**src/rtl/uart_tx_arb.sv**
```systemverilog
// rtl/uart_tx_arb.sv - packet-level round-robin arbiter in front of a UART byte transmitter
//
// Shares one UART TX serializer between N_SRC AXI-Stream byte sources. A granted
// source keeps the transmitter from its first byte through its tlast byte, with an
// optional source-ID header byte in front of each packet and a mid-packet stall
// watchdog that revokes a grant whose owner stops supplying bytes.
//
// Ports:
//   clk          clock
//   rst          asynchronous active-high reset
//   s_tdata      source bytes, source i at [8i+7:8i]
//   s_tvalid     per-source valid
//   s_tlast      per-source end of packet
//   s_tready     per-source ready, at most one bit set (combinational)
//   tx_data      byte to the serializer, valid while tx_start is high
//   tx_start     one-cycle request to the serializer
//   tx_busy      serializer busy
//   grant_valid  a source currently owns the transmitter
//   grant_id     index of the owning source
//   err_timeout  one-cycle pulse when the watchdog revokes a grant
`timescale 1ns/1ps

module uart_tx_arb #(
  parameter int         N_SRC     = 4,
  parameter bit         INSERT_ID = 1'b1,
  parameter logic [7:0] ID_BASE   = 8'hA0,
  parameter int         TIMEOUT   = 1024
) (
  input  logic                       clk,
  input  logic                       rst,
  input  logic [8*N_SRC-1:0]         s_tdata,
  input  logic [N_SRC-1:0]           s_tvalid,
  input  logic [N_SRC-1:0]           s_tlast,
  output logic [N_SRC-1:0]           s_tready,
  output logic [7:0]                 tx_data,
  output logic                       tx_start,
  input  logic                       tx_busy,
  output logic                       grant_valid,
  output logic [$clog2(N_SRC)-1:0]   grant_id,
  output logic                       err_timeout
);

  localparam int IW = $clog2(N_SRC);
  // Stall counter only has to hold TIMEOUT-1; the revoke fires on that value.
  localparam int CW = (TIMEOUT > 1) ? $clog2(TIMEOUT) : 1;
  localparam logic [CW-1:0] STALL_MAX = CW'((TIMEOUT > 0) ? TIMEOUT - 1 : 0);

  typedef enum logic [2:0] {
    S_IDLE,
    S_HDR,
    S_LOAD,
    S_ISSUE,
    S_GUARD,
    S_DRAIN
  } state_t;

  state_t          state;
  logic [IW-1:0]   last_grant;
  logic [CW-1:0]   stall_cnt;
  logic            last_f;
  logic            hdr_done;

  logic [IW-1:0]   pick_id;
  logic            pick_found;
  logic [IW-1:0]   idx;

  logic            sel_valid;
  logic            sel_last;
  logic [7:0]      sel_data;
  logic            handshake;

  // Round-robin pick: scan from the farthest candidate back to last_grant+1 so
  // the nearest requester after last_grant is the final (winning) assignment.
  always_comb begin
    pick_id    = last_grant;
    pick_found = 1'b0;
    idx        = '0;
    for (int k = N_SRC; k >= 1; k--) begin
      idx = IW'((int'(last_grant) + k) % N_SRC);
      if (s_tvalid[idx]) begin
        pick_id    = idx;
        pick_found = 1'b1;
      end
    end
  end

  // Only the granted source is ever looked at; other sources' lines are ignored.
  assign sel_valid = s_tvalid[grant_id];
  assign sel_last  = s_tlast[grant_id];
  assign sel_data  = s_tdata[{grant_id, 3'b000} +: 8];
  assign handshake = (state == S_LOAD) && !tx_busy && sel_valid;

  always_comb begin
    s_tready = '0;
    if (state == S_LOAD && !tx_busy) begin
      s_tready[grant_id] = 1'b1;
    end
  end

  always_ff @(posedge clk or posedge rst) begin
    if (rst) begin
      state       <= S_IDLE;
      last_grant  <= IW'(N_SRC - 1);
      stall_cnt   <= '0;
      last_f      <= 1'b0;
      hdr_done    <= 1'b0;
      tx_data     <= 8'h00;
      tx_start    <= 1'b0;
      grant_valid <= 1'b0;
      grant_id    <= '0;
      err_timeout <= 1'b0;
    end else begin
      tx_start    <= 1'b0;
      err_timeout <= 1'b0;
      case (state)
        S_IDLE: begin
          last_f    <= 1'b0;
          stall_cnt <= '0;
          // Without a header the packet is allowed to end right away.
          hdr_done  <= !INSERT_ID;
          if (pick_found) begin
            grant_id    <= pick_id;
            last_grant  <= pick_id;
            grant_valid <= 1'b1;
            state       <= INSERT_ID ? S_HDR : S_LOAD;
          end
        end
        S_HDR: begin
          if (!tx_busy) begin
            tx_start <= 1'b1;
            tx_data  <= ID_BASE + 8'(grant_id);
            hdr_done <= 1'b1;
            last_f   <= 1'b0;
            state    <= S_GUARD;
          end
        end
        S_LOAD: begin
          if (handshake) begin
            // tx_start is raised here so it is high during the ISSUE cycle.
            tx_data   <= sel_data;
            last_f    <= sel_last;
            tx_start  <= 1'b1;
            stall_cnt <= '0;
            state     <= S_ISSUE;
          end else if (!sel_valid) begin
            if (TIMEOUT != 0 && stall_cnt == STALL_MAX) begin
              // last_grant is left on the revoked source so it ranks last next time.
              err_timeout <= 1'b1;
              grant_valid <= 1'b0;
              stall_cnt   <= '0;
              state       <= S_IDLE;
            end else begin
              stall_cnt <= stall_cnt + 1'b1;
            end
          end
        end
        S_ISSUE: begin
          state <= S_GUARD;
        end
        S_GUARD: begin
          // Serializer raises busy one cycle after the start; don't trust it yet.
          state <= S_DRAIN;
        end
        S_DRAIN: begin
          if (!tx_busy) begin
            if (last_f && hdr_done) begin
              grant_valid <= 1'b0;
              state       <= S_IDLE;
            end else begin
              state <= S_LOAD;
            end
          end
        end
        default: begin
          grant_valid <= 1'b0;
          state       <= S_IDLE;
        end
      endcase
    end
  end

endmodule

```
**config.mk**
```make
export PLATFORM = sky130hd
export DESIGN_NAME = uart_tx_arb
export DESIGN_NICKNAME = d
export VERILOG_FILES = /design/src/rtl/uart_tx_arb.sv
export SDC_FILE = /design/constraint.sdc
export NUM_CORES = 1
export LEC_CHECK = 0
export CORE_ASPECT_RATIO = 0.7
export CORE_UTILIZATION = 35
export CTS_BUF_LIST = sky130_fd_sc_hd__clkbuf_4 sky130_fd_sc_hd__clkbuf_8 sky130_fd_sc_hd__clkbuf_16
export CTS_CLUSTER_SIZE = 10
export DETAILED_ROUTE_END_ITERATION = 7
export SLEW_MARGIN = 40
export SYNTH_ARGS = -nofsm -noshare
export SYNTH_HDL_FRONTEND = slang
export SYNTH_SLANG_ARGS = --single-unit
```
**constraint.sdc**
```tcl
create_clock -name clk -period 5.45 [get_ports clk]
set_input_delay 1.635 -clock clk [delete_from_list [all_inputs] [get_ports clk]]
set_output_delay 1.635 -clock clk [all_outputs]
set_load 0.01 [all_outputs]
```
==> metrics.txt <==
clk slew on worst S/H paths 0.06 ns; Slowest-stage cell, CP clkdlybuf4s50_1; Iter 0 DRT Violations 104; DR WL/cell 14.5 um; Post-synth top flop dfrtp_1; crit-path max FO 4; Power per Cell Area between 300 and 400 nW/um^2; largest cells by area after synthesis dfrtp_1 (37%), mux4_2 (11%), nand2_1 (5.1%), o21ai_0 (3.9%), a21oi_1 (3.1%); clock root buffer clkbuf_8; max incr delay on CP 0.54 ns; TritonCTS clock tree done; Top Layer Used met4; Fillers 491; Initial Util between 30% and 40%; clk_lat worst skew 0.28 ns; CP cell instances clkdlybuf4s50_1 > nor4b_1 > buf_4 > nand2_1 > nor2_1 > clkdlybuf4s50_1; RePlAce Congestion 0.797; RSZ-0062 raised after global routing false; drt pass-1 iters 4; area of the multi-input gates approximately 1100 sq um; Bufs and invs on worst path 3; hold crit path type reg2reg; share of post-route cells with drive strength above 1 12.2%; CTS H-Tree Depth 2; die span in x 90.3 um; CP dominant cell by count clkdlybuf4s50_1; Final Hold Vio Count 0; VDD IR-drop max 0.000170 V; M1 WL 2.37 mm; Synth cell types 51; PostCTS Resize Cnt 0; final hold slack 0.480 ns; EDFF count, synth 0; register area around 750 sq um; via/cell ratio 5.38; Site Rows 22; CP Launch Type input port; NumNets Final between 300 and 400; Slew @ Worst Pin 0.721 ns; GRT Total Usage 18.1%; CTS Buffer Depth 2; Final Skew ~0.0097 ns; Mapped Nets approximately 250; Max Clock Freq 203 MHz; largest net degree at the start of global routing 31; core footprint 5260 sq um; Routed Antenna Nets 0; clk sink count 30; routed wl met2 2.04 mm; grt total ovfl 0; # setup viols final 0; Post-Route Setup TNS 0 ns; IO Count 60; CTS buffer count 5; run status finished clean; Relative slew margins 51.9%; I/O Buffers 59; Die ar. 5770 sq um; final wirelength 4.86 mm; DRC Markers 0; first-pass GRT wire length slightly above 8 mm; Synth Warn # 0; max-cap violation count 0; vias after detailed routing ~1800; antenna cell count 0; fin crit share 90.4%; register area share after synthesis 39.4%; CP Capture Type output pin; buffer count from post-CTS setup fixing 0; worst path required time between 3 and 4 ns; Avg Cell Area, Syn roughly 9.4 sq um; Lkg Pwr ~1.1 nW; routed wl met3 390 um; vias in the first global route 1666; largest area contributor in the netlist dfrtp_1; crit path DAT between 3 and 4 ns; post-route minimum period between 4 and 5 ns; Hold Buf Count CTS 0; Seq cells post-synth 30; Synth Instances around 200; CP top delay family buffers and inverters; area share of the leading cell type in the synthesized netlist 36.6%; Post-DP HPWL 3.61 mm; P&R area growth vs syn 39.7%; fin util 50.8%; die height between 60 and 70 um; WS Path Type in2out; max-slew violation count 0; initial antenna violation count 0; Post-Syn Area 1910 sq um; FFs w/ async S/R, synth 100%
==> kinds of logic (layout without fill, tap and decap cells) <==
| kind of cell | count (synthesis) | count (layout) | share of synthesized area, % |
|---|---|---|---|
| xor gates and xnor gates | 1 | 1 | 0.458 |
| muxes | 15 | 15 | 13.9 |
| adders and majority gates | 1 | 1 | 0.654 |
| DFF | 30 | 30 | 39.4 |
| buffers and inverters | 26 | 85 | 5.82 |
| and+or+nand+nor | 77 | 77 | 21.1 |
| AOI/OAI and AO/OA | 54 | 54 | 18.7 |
==> state kept, by name, indices dropped and copies added (netlist names) <==
name	count
stall_cnt	10
tx_data	8
state	3
grant_id	2
last_grant	2
err_timeout	1
grant_valid	1
hdr_done	1
last_f	1
tx_start	1
==> worst min-delay path: stages, from the launching register on <==
cell	delay [ns]
dfrtp_1	0.34
nand2_1	0.05
o21ai_0	0.06
==> area by class of cell <==
| type | instances | area share, % |
|---|---|---|
| Multi-Input combinational cell | 148 | 39.4 |
| Sequential cell | 30 | 28.2 |
| Timing Repair Buffer | 65 | 23.8 |
| Clock buffer | 7 | 3.37 |
| Tap cell | 72 | 3.37 |
| Inverter | 12 | 1.69 |
| Clock inverter | 1 | 0.187 |
==> metal layers <==
metal / track usage, % / up-vias
li1: - / 881
met1: 24.9 / 838
met2: 27.0 / 75
met3: 5.71 / 7
met4: 5.65 / 0
met5: 0 / -
==> cell usage after synthesis (2+ instances only) <==
library cell,count
nor2_1,6
o31a_1,2
or3_1,2
nand2_1,26
nand4_1,3
and2_1,3
buf_1,2
buf_2,2
inv_1,12
nor3_1,5
o21ai_1,2
clkbuf_1,8
mux4_2,9
o21ai_0,15
mux2i_1,4
nor4_1,3
nor3b_1,2
mux2_2,2
dfstp_2,2
and3_1,5
and3b_1,2
nor4b_1,2
a31oi_1,3
dfrtp_1,28
o22ai_1,4
nor2b_1,2
nand3_1,11
a21oi_1,12
a21o_1,3
==> metrics by stage <==
| stage | worst slack (ns) | cell area (sq um) | cells | total power, W |
|---|---|---|---|---|
| 2_1_floorplan | 1.53 | 1910 | 204 | 0.000685 |
| 3_3_place_gp | 0.586 | 2570 | 327 | 0.000850 |
| 3_5_place_dp | 0.584 | 2570 | 327 | 0.000851 |
| 4_1_cts | 0.508 | 2670 | 335 | 0.00105 |
| 5_1_grt | 0.452 | 2670 | 335 | 0.00111 |
| 6_report | 0.523 | 2670 | 335 | 0.00104 |
==> worst paths after layout <==
kind	cells after the start	slack, ns	from	endpoint
worst max-delay path	6	0.52	tx_busy	s_tready[2]
worst min-delay path	2	0.48	tx_data[0]	tx_data[0]
worst max register to register	4	3.16	grant_id[1]	stall_cnt[8]
worst min register to register	2	0.48	tx_data[0]	tx_data[0]
max in group asynchronous	3	3.39	rst	last_grant[0]
min in group asynchronous	3	1.73	rst	tx_start
==> report_power, final <==
part           leakage (nW)  total [W]  switching, W  internal, W
combinational         0.628   0.000467      0.000218     0.000249
sequential            0.390   0.000379     0.0000929     0.000286
clock                0.0517   0.000190     0.0000834     0.000107
==> layout by cell type (no fill, tap or decap), types with 2 or more instances in the layout <==
cell type	instances
nor2b_1	2
a21oi_1	11
nor4b_1	2
dfstp_2	2
clkbuf_8	6
nor4_1	3
nand3_1	11
o21ai_1	2
mux4_2	9
nor3_1	5
and2_1	3
nor2_1	6
and3_1	5
a21o_1	3
o21ai_0	15
nor3b_1	2
dfrtp_1	28
nand4_1	3
buf_4	6
a31oi_1	3
o31a_1	2
and3b_1	2
or3_1	2
inv_1	12
mux2i_1	4
o22ai_1	4
nand2_1	26
clkdlybuf4s50_1	59
mux2_2	2
(Power assumes the default switching activity.)
